### config.mk
export PLATFORM = sky130hd
export DESIGN_NAME = row_clear_sequencer
export DESIGN_NICKNAME = d
export VERILOG_FILES = /design/src/rtl/row_clear_sequencer_pkg.sv /design/src/rtl/row_full_detect.sv /design/src/rtl/row_clear_sequencer.sv
export SDC_FILE = /design/constraint.sdc
export NUM_CORES = 1
export LEC_CHECK = 0
export BUFFER_PORTS_ARGS = -buffer_cell sky130_fd_sc_hd__buf_4
export CAP_MARGIN = 10
export CORE_UTILIZATION = 35
export DETAILED_ROUTE_END_ITERATION = 10
export PLACE_DENSITY = 0.64
export SLEW_MARGIN = 30
export SYNTH_ARGS = -nofsm -noshare
export SYNTH_HDL_FRONTEND = slang
export SYNTH_HIERARCHICAL = 1
export SYNTH_SLANG_ARGS = --single-unit
export TNS_END_PERCENT = 100
### constraint.sdc
create_clock -name CLK -period 2.8 [get_ports CLK]
set_input_delay 0.42 -clock CLK [delete_from_list [all_inputs] [get_ports CLK]]
set_output_delay 0.42 -clock CLK [all_outputs]
set_load 0.02 [all_outputs]
### src/rtl/row_clear_sequencer_pkg.sv
// rtl/row_clear_sequencer_pkg.sv - shared types and constants for the row clear sequencer
package row_clear_sequencer_pkg;

  typedef enum logic [2:0] {
    ST_IDLE    = 3'd0,
    ST_RD_REQ  = 3'd1,
    ST_RD_WAIT = 3'd2,
    ST_EVAL    = 3'd3,
    ST_WRITE   = 3'd4,
    ST_FILL    = 3'd5,
    ST_DONE    = 3'd6
  } state_e;

  // A row with every cell holding the empty code 2'b11
  localparam logic [31:0] EMPTY_ROW = 32'h000F_FFFF;

  localparam logic [10:0] ROW0_ADDR_DEFAULT = 11'h002;

  localparam int NUM_COLS = 10;

  // Base points per pass indexed by the number of rows removed (0-4)
  function automatic logic [15:0] score_base(input logic [2:0] lines);
    case (lines)
      3'd1:    score_base = 16'd40;
      3'd2:    score_base = 16'd100;
      3'd3:    score_base = 16'd300;
      3'd4:    score_base = 16'd1200;
      default: score_base = 16'd0;
    endcase
  endfunction

endpackage

### src/rtl/row_full_detect.sv
// rtl/row_full_detect.sv - flags a board row with no empty cell
module row_full_detect
  import row_clear_sequencer_pkg::*;
(
  input  logic [19:0] row_i,
  output logic        full_o
);

  // A row is full when no 2-bit column field carries the empty code
  always_comb begin
    full_o = 1'b1;
    for (int c = 0; c < NUM_COLS; c++) begin
      if (row_i[2*c +: 2] == 2'b11) begin
        full_o = 1'b0;
      end
    end
  end

endmodule

### src/rtl/row_clear_sequencer.sv
// rtl/row_clear_sequencer.sv - removes full board rows in RAM, optional scoring via ROW_CLEAR_SCORE_EN
module row_clear_sequencer
  import row_clear_sequencer_pkg::*;
#(
  parameter logic [10:0] ROW0_ADDR = ROW0_ADDR_DEFAULT,
  parameter int          NUM_ROWS  = 20
) (
  input  logic        CLK,
  input  logic        RESET,
  input  logic        start,
  input  logic        ram_gnt,
  output logic [10:0] ram_addr,
  output logic [31:0] ram_wdata,
  output logic        ram_wren,
  input  logic [31:0] ram_rdata,
  output logic        busy,
  output logic        done,
  output logic [2:0]  lines_cleared
`ifdef ROW_CLEAR_SCORE_EN
  ,
  input  logic [4:0]  level,
  output logic [15:0] score_delta
`endif
);

  // Pointers carry one spare top bit so a decrement below row 0 is visible as the sign
  localparam int PW   = $clog2(NUM_ROWS);
  localparam int PTRW = PW + 1;
  localparam logic [PTRW-1:0] LAST_ROW = PTRW'(NUM_ROWS - 1);

  state_e          state_q, state_d;
  logic [PTRW-1:0] rd_ptr_q, rd_ptr_d;
  logic [PTRW-1:0] wr_ptr_q, wr_ptr_d;
  logic [2:0]      cnt_q, cnt_d;
  logic [31:0]     row_q, row_d;
  logic [2:0]      lines_q, lines_d;
  logic            advance;
  logic            row_full;

  row_full_detect u_row_full_detect (
    .row_i  (ram_rdata[19:0]),
    .full_o (row_full)
  );

  // Next-state logic: walk rows bottom-up, compacting non-full rows toward the bottom
  always_comb begin
    state_d  = state_q;
    rd_ptr_d = rd_ptr_q;
    wr_ptr_d = wr_ptr_q;
    cnt_d    = cnt_q;
    row_d    = row_q;
    lines_d  = lines_q;
    advance  = 1'b0;
    case (state_q)
      ST_IDLE: begin
        if (start) begin
          rd_ptr_d = LAST_ROW;
          wr_ptr_d = LAST_ROW;
          cnt_d    = 3'd0;
          state_d  = ST_RD_REQ;
        end
      end
      ST_RD_REQ: begin
        if (ram_gnt) state_d = ST_RD_WAIT;
      end
      ST_RD_WAIT: begin
        if (ram_gnt) state_d = ST_EVAL;
      end
      ST_EVAL: begin
        if (ram_gnt) begin
          row_d = ram_rdata;
          if (row_full) begin
            if (cnt_q != 3'd4) cnt_d = cnt_q + 3'd1;
            advance = 1'b1;
          end else if (wr_ptr_q != rd_ptr_q) begin
            state_d = ST_WRITE;
          end else begin
            wr_ptr_d = wr_ptr_q - 1'b1;
            advance  = 1'b1;
          end
        end
      end
      ST_WRITE: begin
        if (ram_gnt) begin
          wr_ptr_d = wr_ptr_q - 1'b1;
          advance  = 1'b1;
        end
      end
      ST_FILL: begin
        if (ram_gnt) begin
          wr_ptr_d = wr_ptr_q - 1'b1;
          if (wr_ptr_q == '0) state_d = ST_DONE;
        end
      end
      ST_DONE: begin
        lines_d = cnt_q;
        state_d = ST_IDLE;
      end
      default: state_d = ST_IDLE;
    endcase

    // Finished with the current read row: move up or wrap up the pass
    if (advance) begin
      if (rd_ptr_q == '0) begin
        state_d = wr_ptr_d[PTRW-1] ? ST_DONE : ST_FILL;
      end else begin
        rd_ptr_d = rd_ptr_q - 1'b1;
        state_d  = ST_RD_REQ;
      end
    end
  end

  // State and datapath registers
  always_ff @(posedge CLK) begin
    if (RESET) begin
      state_q  <= ST_IDLE;
      rd_ptr_q <= '0;
      wr_ptr_q <= '0;
      cnt_q    <= 3'd0;
      row_q    <= 32'd0;
      lines_q  <= 3'd0;
    end else begin
      state_q  <= state_d;
      rd_ptr_q <= rd_ptr_d;
      wr_ptr_q <= wr_ptr_d;
      cnt_q    <= cnt_d;
      row_q    <= row_d;
      lines_q  <= lines_d;
    end
  end

  // RAM port drive; the read address is held through the wait and evaluate cycles
  always_comb begin
    ram_addr  = 11'd0;
    ram_wdata = 32'd0;
    ram_wren  = 1'b0;
    case (state_q)
      ST_RD_REQ, ST_RD_WAIT, ST_EVAL: begin
        ram_addr = ROW0_ADDR + 11'(rd_ptr_q);
      end
      ST_WRITE: begin
        ram_addr  = ROW0_ADDR + 11'(wr_ptr_q);
        ram_wdata = row_q;
        ram_wren  = ram_gnt;
      end
      ST_FILL: begin
        ram_addr  = ROW0_ADDR + 11'(wr_ptr_q);
        ram_wdata = EMPTY_ROW;
        ram_wren  = ram_gnt;
      end
      default: ;
    endcase
  end

  assign busy          = (state_q != ST_IDLE);
  assign done          = (state_q == ST_DONE);
  assign lines_cleared = lines_q;

`ifdef ROW_CLEAR_SCORE_EN
  logic [4:0]  level_q;
  logic [15:0] score_q;

  // Level is captured at start; points are computed once at the end of the pass
  always_ff @(posedge CLK) begin
    if (RESET) begin
      level_q <= 5'd0;
      score_q <= 16'd0;
    end else begin
      if (state_q == ST_IDLE && start) level_q <= level;
      if (state_q == ST_DONE) score_q <= score_base(cnt_q) * (16'(level_q) + 16'd1);
    end
  end

  assign score_delta = score_q;
`endif

endmodule

==> results.yml, run 1 <==
yosys:
  ys.flop_type: "dfxtp_1"
  seq_area_frac_synth_pct: 33.7
  synth_top_area_share_pct: 33.7
  yosys-top-cells-count: "nand2_1 (77), nor2_1 (60), dfxtp_1 (53)"
  yosysMostFrequentCell: "nand2_1"
  synth_cells: 428
  synth_area_leaders: "dfxtp_1 (34%), nand2_1 (9.2%), a21oi_1 (7.5%)"
  synth-async-reset-ratio_pct: 0
  synth_edf_count: 0
  avgSynthCellArea_um2: 7.36
  synth.distinct_cells: 60
  ys_ff_latch: 53
  synthesis.area_um2: 3150
  synth_largest_area_cell: "dfxtp_1"
  synth_warnings: 6
timing:
  fin_tns_setup_ps: 0
  setup_viol: 0
  slew_headroom_pct: 40.4
  hold_viol: 0
  period_minus_slack_ps: 2640
  worstMarginPinSlew_ps: 886
  fin_ws_ps: 164
  rsz0062_at_grt: "false"
  fin_skew_ps: 7.92
  hold_ws_ps: 343
  max_freq_ghz: 0.379
  fin_crit_sh_pct: 94.1
  drv_slew: 0
critical_path:
  cp.arrival_ps: 2220
  rr_worst_depth: 6
  reg2reg_slack_ps: 640
  required_ps: 2380
  r2r-start: "state_q[0]"
  crit_path_max_fanout: 27
  crit_path_start_kind: "flop"
  end_kind: "primary output"
  regToRegEndpoint: "rd_ptr_q[5]"
  cp-startpoint: "state_q[1]"
  crit_type: "flop to primary output"
clock_tree:
  cts_tree: "built"
  cts_buffer_depth: 2
  clk_pin_slew_ps: 100
  cts_resized: 0
  cts_sinks: 53
  clk_latency_ps: 310
  postCtsHoldBufs: 0
  cts_root_buf: "clkbuf_8"
  cts_setup_buffers: 0
  htree_levels: 2
  cts_buffers: 5
drt:
  wire_per_inst_um: 14.5
  drt_iter0_markers: 121
  routed_wl_mm: 8.73
  firstDrtPassIters: 4
  drc: 0
  drt.antenna.violating_nets: 0
  drt-vias-per-instance: 5.28
  vias: 3169
power:
  power.switching_mw: 1.01
  p_leak_nw: 1.65
  combPwrFrac_pct: 43.6
  p_per_area_nw_per_um2: 622
  vdd_drop_max_uv: 240
  pwr-share-clk_pct: 18.5
  total_power_mw: 2.41
  p_seq_share_pct: 37.9
  p_int_mw: 1.40
  swShare_pct: 42.0
global_route:
  grt_max_degree: 57
  antenna_found_initial: 0
  grt_use_total_pct: 18.5
  first_global_vias: 2952
  grt-ovfl-total: 0
  grt_pass1_wl_mm: 14.4
floorplan:
  rows: 34
  ios: 85
  start_util_pct: 36.1
  core-area_um2: 8720
  die_area_um2: 9380
  dieWidth_um: 96.8
  die_h_um: 96.8
place:
  port_buffers: 80
  place.gp.congestion: 0.921
  preCtsSetupSlack_ps: 235
  dp_hpwl_mm: 6.10
hold_path:
  hold_class: "input port to flop"
  holdPathEnd: "row_q[31]"
  hold_path_startpoint: "ram_rdata[31]"
  hold_depth: 3
run_status:
  outcome: "finished clean"
cells_and_area:
  drive_above_1_share_pct: 23.4
  areaGrowthSynthToFinish_pct: 23.3
  fin_util_pct: 44.5
  fin_nets: 533
  diodes: 0
run:
  max_cap_violations: 0
flip-flops by register name, indices dropped and copies added (netlist names):
signal / count
cnt_q: 3
lines_cleared: 3
rd_ptr_q: 6
wr_ptr_q: 6
state_q: 3
row_q: 32
cell usage in the layout, fill, tap and decap left out, types with 2 or more instances in the layout:
cell type and count:
xor2_1 6, a21oi_1 47, mux2_2 3, a211oi_1 7
o211ai_1 4, o221ai_1 2, a21o_1 2, nand3_1 13
inv_1 16, mux2i_1 7, nand2_1 77, a21boi_0 3
a31o_2 2, conb_1 4, nand4_1 5, ha_1 6
and4_1 2, or3b_2 3, a221oi_2 2, dfxtp_1 53
nor3_1 7, a22oi_1 3, a22o_1 2, o31ai_1 2
nor4_1 4, or4_1 2, and2_1 2, nand2b_1 3
buf_4 89, and3_1 15, o32ai_1 2, clkbuf_8 5
or3_1 6, nor2_1 60
power groups by stage:
stage	Clock, mW	Sequential (mW)	Combinational (mW)
after CTS	0.459	0.912	1.05
final	0.447	0.915	1.05
after global routing	0.492	0.926	1.16
after detailed placement	0	0.930	1.04
after global placement	0	0.927	1.03
after floorplan	0	0.887	0.767
critical path: stages, from the launching register on:
cell      delay [ps]
dfxtp_1          330
nand2b_1         210
buf_4            340
mux2i_1          120
nor3_1           370
o221ai_1         170
a22oi_1          200
buf_4            170
worst max path at each step:
stage / endpoint / depth (start not counted) / slack, ps
floorplan: ram_addr[5] / 8 / 480
global placement: rd_ptr_q[5] / 9 / 290
detailed placement: rd_ptr_q[5] / 9 / 240
CTS: ram_addr[4] / 7 / 180
global route: ram_addr[4] / 7 / 20
finish: ram_addr[4] / 7 / 160
cells by family after synthesis:
| group | share of synthesized area [%] |
|---|---|
| simple gates | 32.4 |
| compound gates | 18.6 |
| flops | 33.7 |
| buf+inv | 7.31 |
| mux | 3.30 |
| xor+xnor | 2.19 |
| fa+ha+maj | 2.38 |
| other cells | 0.119 |
per-layer routing:
metal / track usage, % / wire length, um / up-vias
met3: 2.75 / 353 / 8
met5: 0 / 0 / -
met1: 24.9 / 4020 / 1491
met2: 30.6 / 4250 / 81
li1: - / - / 1589
met4: 5.28 / 95 / 0
stage by stage:
step                      cells  area [um2]
after floorplan             431        3160
after global placement      592        3790
after detailed placement    592        3790
after CTS                   600        3880
after global routing        600        3880
final                       600        3880
area by class of cell:
| class | instances | area [um2] |
|---|---|---|
| fillers | 894 | 4840 |
| multi-input cells | 326 | 1870 |
| flip-flops and latches | 53 | 1060 |
| repair buffers | 89 | 668 |
| well taps | 108 | 135 |
| clock buffers | 5 | 68.8 |
| inverters | 16 | 60.1 |
| clock inverters | 3 | 21.3 |
No activity file was read; power rests on OpenSTA's default activity.
==> inputs of run 2 (changes only) <==
--- a/config.mk
+++ b/config.mk
@@ -5,11 +5,12 @@
 export SDC_FILE = /design/constraint.sdc
 export NUM_CORES = 1
 export LEC_CHECK = 0
+export ABC_AREA = 1
 export BUFFER_PORTS_ARGS = -buffer_cell sky130_fd_sc_hd__buf_4
 export CAP_MARGIN = 10
 export CORE_UTILIZATION = 35
 export DETAILED_ROUTE_END_ITERATION = 10
-export PLACE_DENSITY = 0.64
+export PLACE_DENSITY = 0.65
 export SLEW_MARGIN = 30
 export SYNTH_ARGS = -nofsm -noshare
 export SYNTH_HDL_FRONTEND = slang
==> run 2 against run 1 <==
Compared with the run above: final cell count rose by 2.5%; first-iteration DRC count grew 26%; sequential cell count unchanged; total power increased by 22%; synthesized area shrank 7.6%; die area decreased by 7.5%.
==> results.yml, run 2 <==
cells_and_area:
  mostFrequentLayoutCell: "buf_4"
  stdcell_area_um2: 3650
  largest_reg_flops: 32
  top_register: "row_q"
  fin_util_pct: 46.3
  final_cell_mix: "buf_4 (83), nand2_1 (72), o21ai_0 (72)"
  fin_nets: 554
  nFillCells: 821
  drive_above_1_share_pct: 23.0
  areaGrowthSynthToFinish_pct: 25.5
  largest_registers: "row_q x32, rd_ptr_q x6, wr_ptr_q x6"
  stdcell_count: 615
  diodes: 0
clock_tree:
  cts_root_buf: "clkbuf_8"
  cts_buffers: 5
  cts_tree: "built"
  postCtsHoldBufs: 0
  htree_levels: 2
  cts_sinks: 53
  clk_latency_ps: 310
  clk_pin_slew_ps: 110
  cts_resized: 0
  cts_setup_buffers: 0
  cts_buffer_depth: 2
global_route:
  use_met1_pct: 24.1
  grt_use_total_pct: 18.3
  met3_usage_pct: 5.12
  grt_max_degree: 65
  global_route.usage.met2_pct: 28.9
  antenna_found_initial: 0
  grt-ovfl-total: 0
  first_global_vias: 2755
  top_usage_layer: "met2"
  grt_pass1_wl_mm: 12.7
yosys:
  synth.distinct_cells: 35
  synth_top_family_by_area: "compound AO/OA/AOI/OAI gates"
  synth_largest_area_cell: "dfxtp_1"
  synth-async-reset-ratio_pct: 0
  synthSimpleGateAreaFrac_pct: 21.6
  synth_xor_xnor_area_share_pct: 0.301
  seq_area_frac_synth_pct: 36.5
  synthesis.area_um2: 2910
  ys_ff_latch: 53
  synth_top_area_share_pct: 36.5
  synth_area_leaders: "dfxtp_1 (36%), o21ai_0 (12%), a21oi_1 (9.3%)"
  avgSynthCellArea_um2: 6.59
  synth_compound_area_share_pct: 24.8
  synth_cells: 441
  ys.flop_type: "dfxtp_1"
  synth_adder_area_share_pct: 2.58
  synthMuxAreaShare_pct: 0
  synth_warnings: 6
  yosys-top-cells-count: "nand2_1 (72), o21ai_0 (72), inv_1 (68)"
  synth_edf_count: 0
timing:
  fin_tns_setup_ps: 0
  fin_skew_ps: 8.38
  hold_viol: 0
  slew_headroom_pct: 41.9
  hold_ws_ps: 378
  fin_crit_sh_pct: 89.5
  worstMarginPinSlew_ps: 871
  fin_ws_ps: 295
  rsz0062_at_grt: "false"
  max_freq_ghz: 0.399
  period_minus_slack_ps: 2500
  setup_viol: 0
  drv_slew: 0
place:
  dp_hpwl_mm: 5.68
  port_buffers: 80
  place.gp.congestion: 0.869
  dpl-instance-area_um2: 3550
  preCtsSetupSlack_ps: 668
  place_inst: 607
power:
  pwr-share-clk_pct: 15.6
  p_per_area_nw_per_um2: 809
  power.switching_mw: 1.38
  p_leak_nw: 1.63
  combPwrFrac_pct: 51.2
  total_power_mw: 2.95
  p_seq_share_pct: 33.3
  p_int_mw: 1.58
  vdd_drop_max_uv: 275
  swShare_pct: 46.6
floorplan:
  rows: 32
  core-area_um2: 7890
  ios: 85
  dieWidth_um: 93.2
  start_util_pct: 36.9
  die_h_um: 93.2
  die_area_um2: 8680
critical_path:
  crit_path_max_fanout: 17
  cp.arrival_ps: 2080
  crit_path_start_kind: "flop"
  end_kind: "primary output"
  crit_type: "flop to primary output"
  required_ps: 2380
drt:
  wire_per_inst_um: 12.4
  drc: 0
  routed_wl_mm: 7.64
  drt_iter0_markers: 153
  drt.antenna.violating_nets: 0
  drt-vias-per-instance: 4.87
  firstDrtPassIters: 5
  vias: 2997
hold_path:
  hold_class: "input port to flop"
run:
  max_cap_violations: 0
run_status:
  outcome: "finished clean"
[run 2: changes by cell type in the layout (fill, tap and decap cells not counted), moves of 10 or more]
| cell | change |
|---|---|
| o21ai_0 | +72 |
| inv_1 | +52 |
| and3_1 | -15 |
| nor2_1 | -25 |
| inv_2 | +10 |
[run 2: logic make-up (layout without fill, tap and decap cells)]
| logic type | after synthesis | after routing |
|---|---|---|
| simple gates | 143 | 143 |
| other cells | 1 | 4 |
| fa+ha+maj | 6 | 6 |
| compound gates | 137 | 137 |
| buf+inv | 100 | 169 |
| flops | 53 | 53 |
| xor+xnor | 1 | 1 |
[run 2: cell type report]
class	count	area, um2	area share, %
Multi-Input combinational cell	291	1450	39.7
Sequential cell	53	1060	29.1
Timing Repair Buffer	83	623	17.1
Inverter	78	293	8.02
Tap cell	102	128	3.50
Clock buffer	5	68.8	1.89
Clock inverter	3	26.3	0.720
[run 2: per-layer routing]
| layer | wire [um] | part of all wire (%) |
|---|---|---|
| met3 | 674 | 8.8 |
| met4 | 113 | 1.5 |
| met2 | 3380 | 44 |
| met1 | 3470 | 45 |
| met5 | 0 | 0 |
[run 2: final timing paths]
check,to,start,slack [ps],cells after the start
worst max-delay path,ram_addr[5],state_q[1],300,9
worst min-delay path,row_q[28],ram_rdata[28],380,3
worst max register to register,rd_ptr_q[1],rd_ptr_q[0],1010,11
worst min register to register,row_q[6],row_q[6],450,2
[run 2: critical path: stages, from the launching register on]
cell,delay (ps)
dfxtp_1,380
inv_1,160
nand2_4,140
o21ai_0,330
ha_1,230
nand2_1,70
inv_1,90
a21oi_1,60
nor3_1,140
buf_4,170
[run 2: power by group through the flow]
| stage | combinational, mW | clock, mW | sequential [mW] |
|---|---|---|---|
| floorplan | 1.09 | 0 | 0.978 |
| global placement | 1.47 | 0 | 0.994 |
| detailed placement | 1.49 | 0 | 0.998 |
| CTS | 1.50 | 0.467 | 0.980 |
| global route | 1.70 | 0.498 | 0.998 |
| finish | 1.51 | 0.460 | 0.982 |
==> inputs of run 3 (changes only) <==
--- a/config.mk
+++ b/config.mk
@@ -8,9 +8,11 @@
 export ABC_AREA = 1
 export BUFFER_PORTS_ARGS = -buffer_cell sky130_fd_sc_hd__buf_4
 export CAP_MARGIN = 10
-export CORE_UTILIZATION = 35
+export CELL_PAD_IN_SITES_DETAIL_PLACEMENT = 0
+export CELL_PAD_IN_SITES_GLOBAL_PLACEMENT = 2
+export CORE_UTILIZATION = 27
 export DETAILED_ROUTE_END_ITERATION = 10
-export PLACE_DENSITY = 0.65
+export PLACE_DENSITY = 0.86
 export SLEW_MARGIN = 30
 export SYNTH_ARGS = -nofsm -noshare
 export SYNTH_HDL_FRONTEND = slang
==> run 3 against run 2 <==
Compared with the run above: register-to-register slack got worse by 20 ps; worst setup slack got worse by 25 ps; first-iteration DRC count fell by 20%; routed wire length rose by 7.9%; utilization fell by 10 points; critical path depth fell by 2; combinational power rose by 3%; largest cell class unchanged; sequential cell count did not move; clock skew fell by 3.3 ps.
==> results.yml, run 3 (synthesis gave the netlist of run 2 again) <==
timing:
  rsz0062_at_grt: "false"
  fin_crit_sh_pct: 90.4
  worstMarginPinSlew_ps: 619
  period_minus_slack_ps: 2530
  drv_slew: 0
  fin_tns_setup_ps: 0
  max_freq_ghz: 0.395
  slew_headroom_pct: 58.4
  fin_skew_ps: 5.07
  setup_viol: 0
  hold_viol: 0
floorplan:
  die_h_um: 106
  ios: 85
  die_area_um2: 11200
  start_util_pct: 28.0
  dieWidth_um: 106
  core-area_um2: 10400
  rows: 37
cells_and_area:
  drive_above_1_share_pct: 23.6
  mostFrequentLayoutCell: "buf_4"
  final_cell_mix: "buf_4 (86), nand2_1 (72), o21ai_0 (72)"
  top_register: "row_q"
  largest_registers: "row_q x32, rd_ptr_q x6, wr_ptr_q x6"
  largest_reg_flops: 32
  fin_nets: 558
  stdcell_count: 653
  diodes: 0
  areaGrowthSynthToFinish_pct: 28.7
critical_path:
  end_kind: "primary output"
  cpMostUsedCell: "buf_4"
  rr_worst_depth: 10
  crit_type: "flop to primary output"
  max_stage_delay_ps: 420
  crit_path_max_fanout: 16
  required_ps: 2380
  regToRegEndpoint: "state_q[0]"
  slowest_stage: "nor2_1"
  crit_path_start_kind: "flop"
  cp.arrival_ps: 2110
  reg2reg_slack_ps: 990
  r2r-start: "state_q[1]"
  crit_chain: "nor2_2 -> inv_1 -> nor2_1 -> clkinvlp_4 -> buf_4 -> o21ai_0 -> buf_4"
drt:
  drc: 0
  routed_wl_mm: 8.24
  wire_per_inst_um: 12.6
  drt_iter0_markers: 122
  firstDrtPassIters: 4
  drt-vias-per-instance: 4.52
  vias: 2950
  drt.antenna.violating_nets: 0
place:
  port_buffers: 80
  place_inst: 640
  dp_hpwl_mm: 6.06
  place.gp.congestion: 0.806
global_route:
  grt_pass1_wl_mm: 13.5
  antenna_found_initial: 0
  grt_max_degree: 65
  grt-ovfl-total: 0
  first_global_vias: 2807
  grt_use_total_pct: 15.1
clock_tree:
  cts_buffer_depth: 2
  cts_buffers: 5
  clk_latency_ps: 310
  htree_levels: 2
  cts_sinks: 53
  clk_pin_slew_ps: 100
  cts_root_buf: "clkbuf_8"
  cts_tree: "built"
  postCtsHoldBufs: 0
power:
  total_power_mw: 3.08
  p_per_area_nw_per_um2: 823
  p_leak_nw: 1.66
  vdd_drop_max_uv: 282
run:
  max_cap_violations: 0
hold_path:
  hold_depth: 3
  hold_class: "input port to flop"
  holdPathEnd: "row_q[21]"
  hold_path_startpoint: "ram_rdata[21]"
run_status:
  outcome: "finished clean"
run 3: cell types whose count changed in the layout (fill, tap and decap cells not counted):
cell	delta
buf_4	+3
bufinv_16	+1
clkbuf_1	+1
clkinv_4	+1
inv_1	-1
inv_8	-1
run 3: worst max path at each step:
stage | from | end | slack, ps | cells past startpoint
floorplan | state_q[1] | ram_addr[6] | 690 | 6
global placement | state_q[1] | ram_addr[5] | 660 | 9
detailed placement | state_q[0] | ram_wdata[2] | 630 | 6
CTS | state_q[0] | ram_wdata[2] | 250 | 6
global route | state_q[1] | ram_addr[5] | 50 | 9
finish | state_q[1] | ram_wdata[2] | 270 | 7
run 3: report_power, final:
group	leakage (nW)	internal (mW)	switching (mW)
combinational	1.17	0.552	1.01
sequential	0.430	0.870	0.110
clock	0.0554	0.269	0.266
run 3: timing repair:
item                                    CTS  global route
setup buffers                             0             4
endpoints found under the setup margin    0            32
gates resized for setup                   0             2
run 3: area by class of cell:
cell class	instances	area [um2]
clock buffer	6	72.6
timing repair inverter	1	7.51
inverter	78	297
clock inverter	2	38.8
timing repair buffer	86	646
multi-input combinational	291	1450
fill	1153	6630
tap	136	170
sequential	53	1060
run 3: critical path: cells and delay by family (launching register included):
kind                   cells  cell delay, ps
AOI/OAI and AO/OA          1             220
buffers and inverters      4             590
DFF                        1             380
and+or+nand+nor            2             600
run 3: metal layers:
layer  wire, um  vias to the layer above  global-route usage, %  part of all wire [%]
met5          0                        -                      0                     0
met3        543                        9                   4.58                   6.6
met1       4090                     1313                   19.7                    50
met4        104                        0                   4.27                   1.3
li1           -                     1558                      -                     -
met2       3500                       70                   23.7                    42
run 3: metrics by stage:
step / util [%] / hold slack, ps / setup slack (ps) / cell area [um2]
finish: 36.1 / 384 / 270 / 3740
global route: 36.1 / 372 / 49.6 / 3740
CTS: 35.7 / 371 / 254 / 3700
detailed placement: 34.6 / 441 / 630 / 3590
global placement: 34.6 / 439 / 663 / 3590
floorplan: - / 425 / 690 / 2920
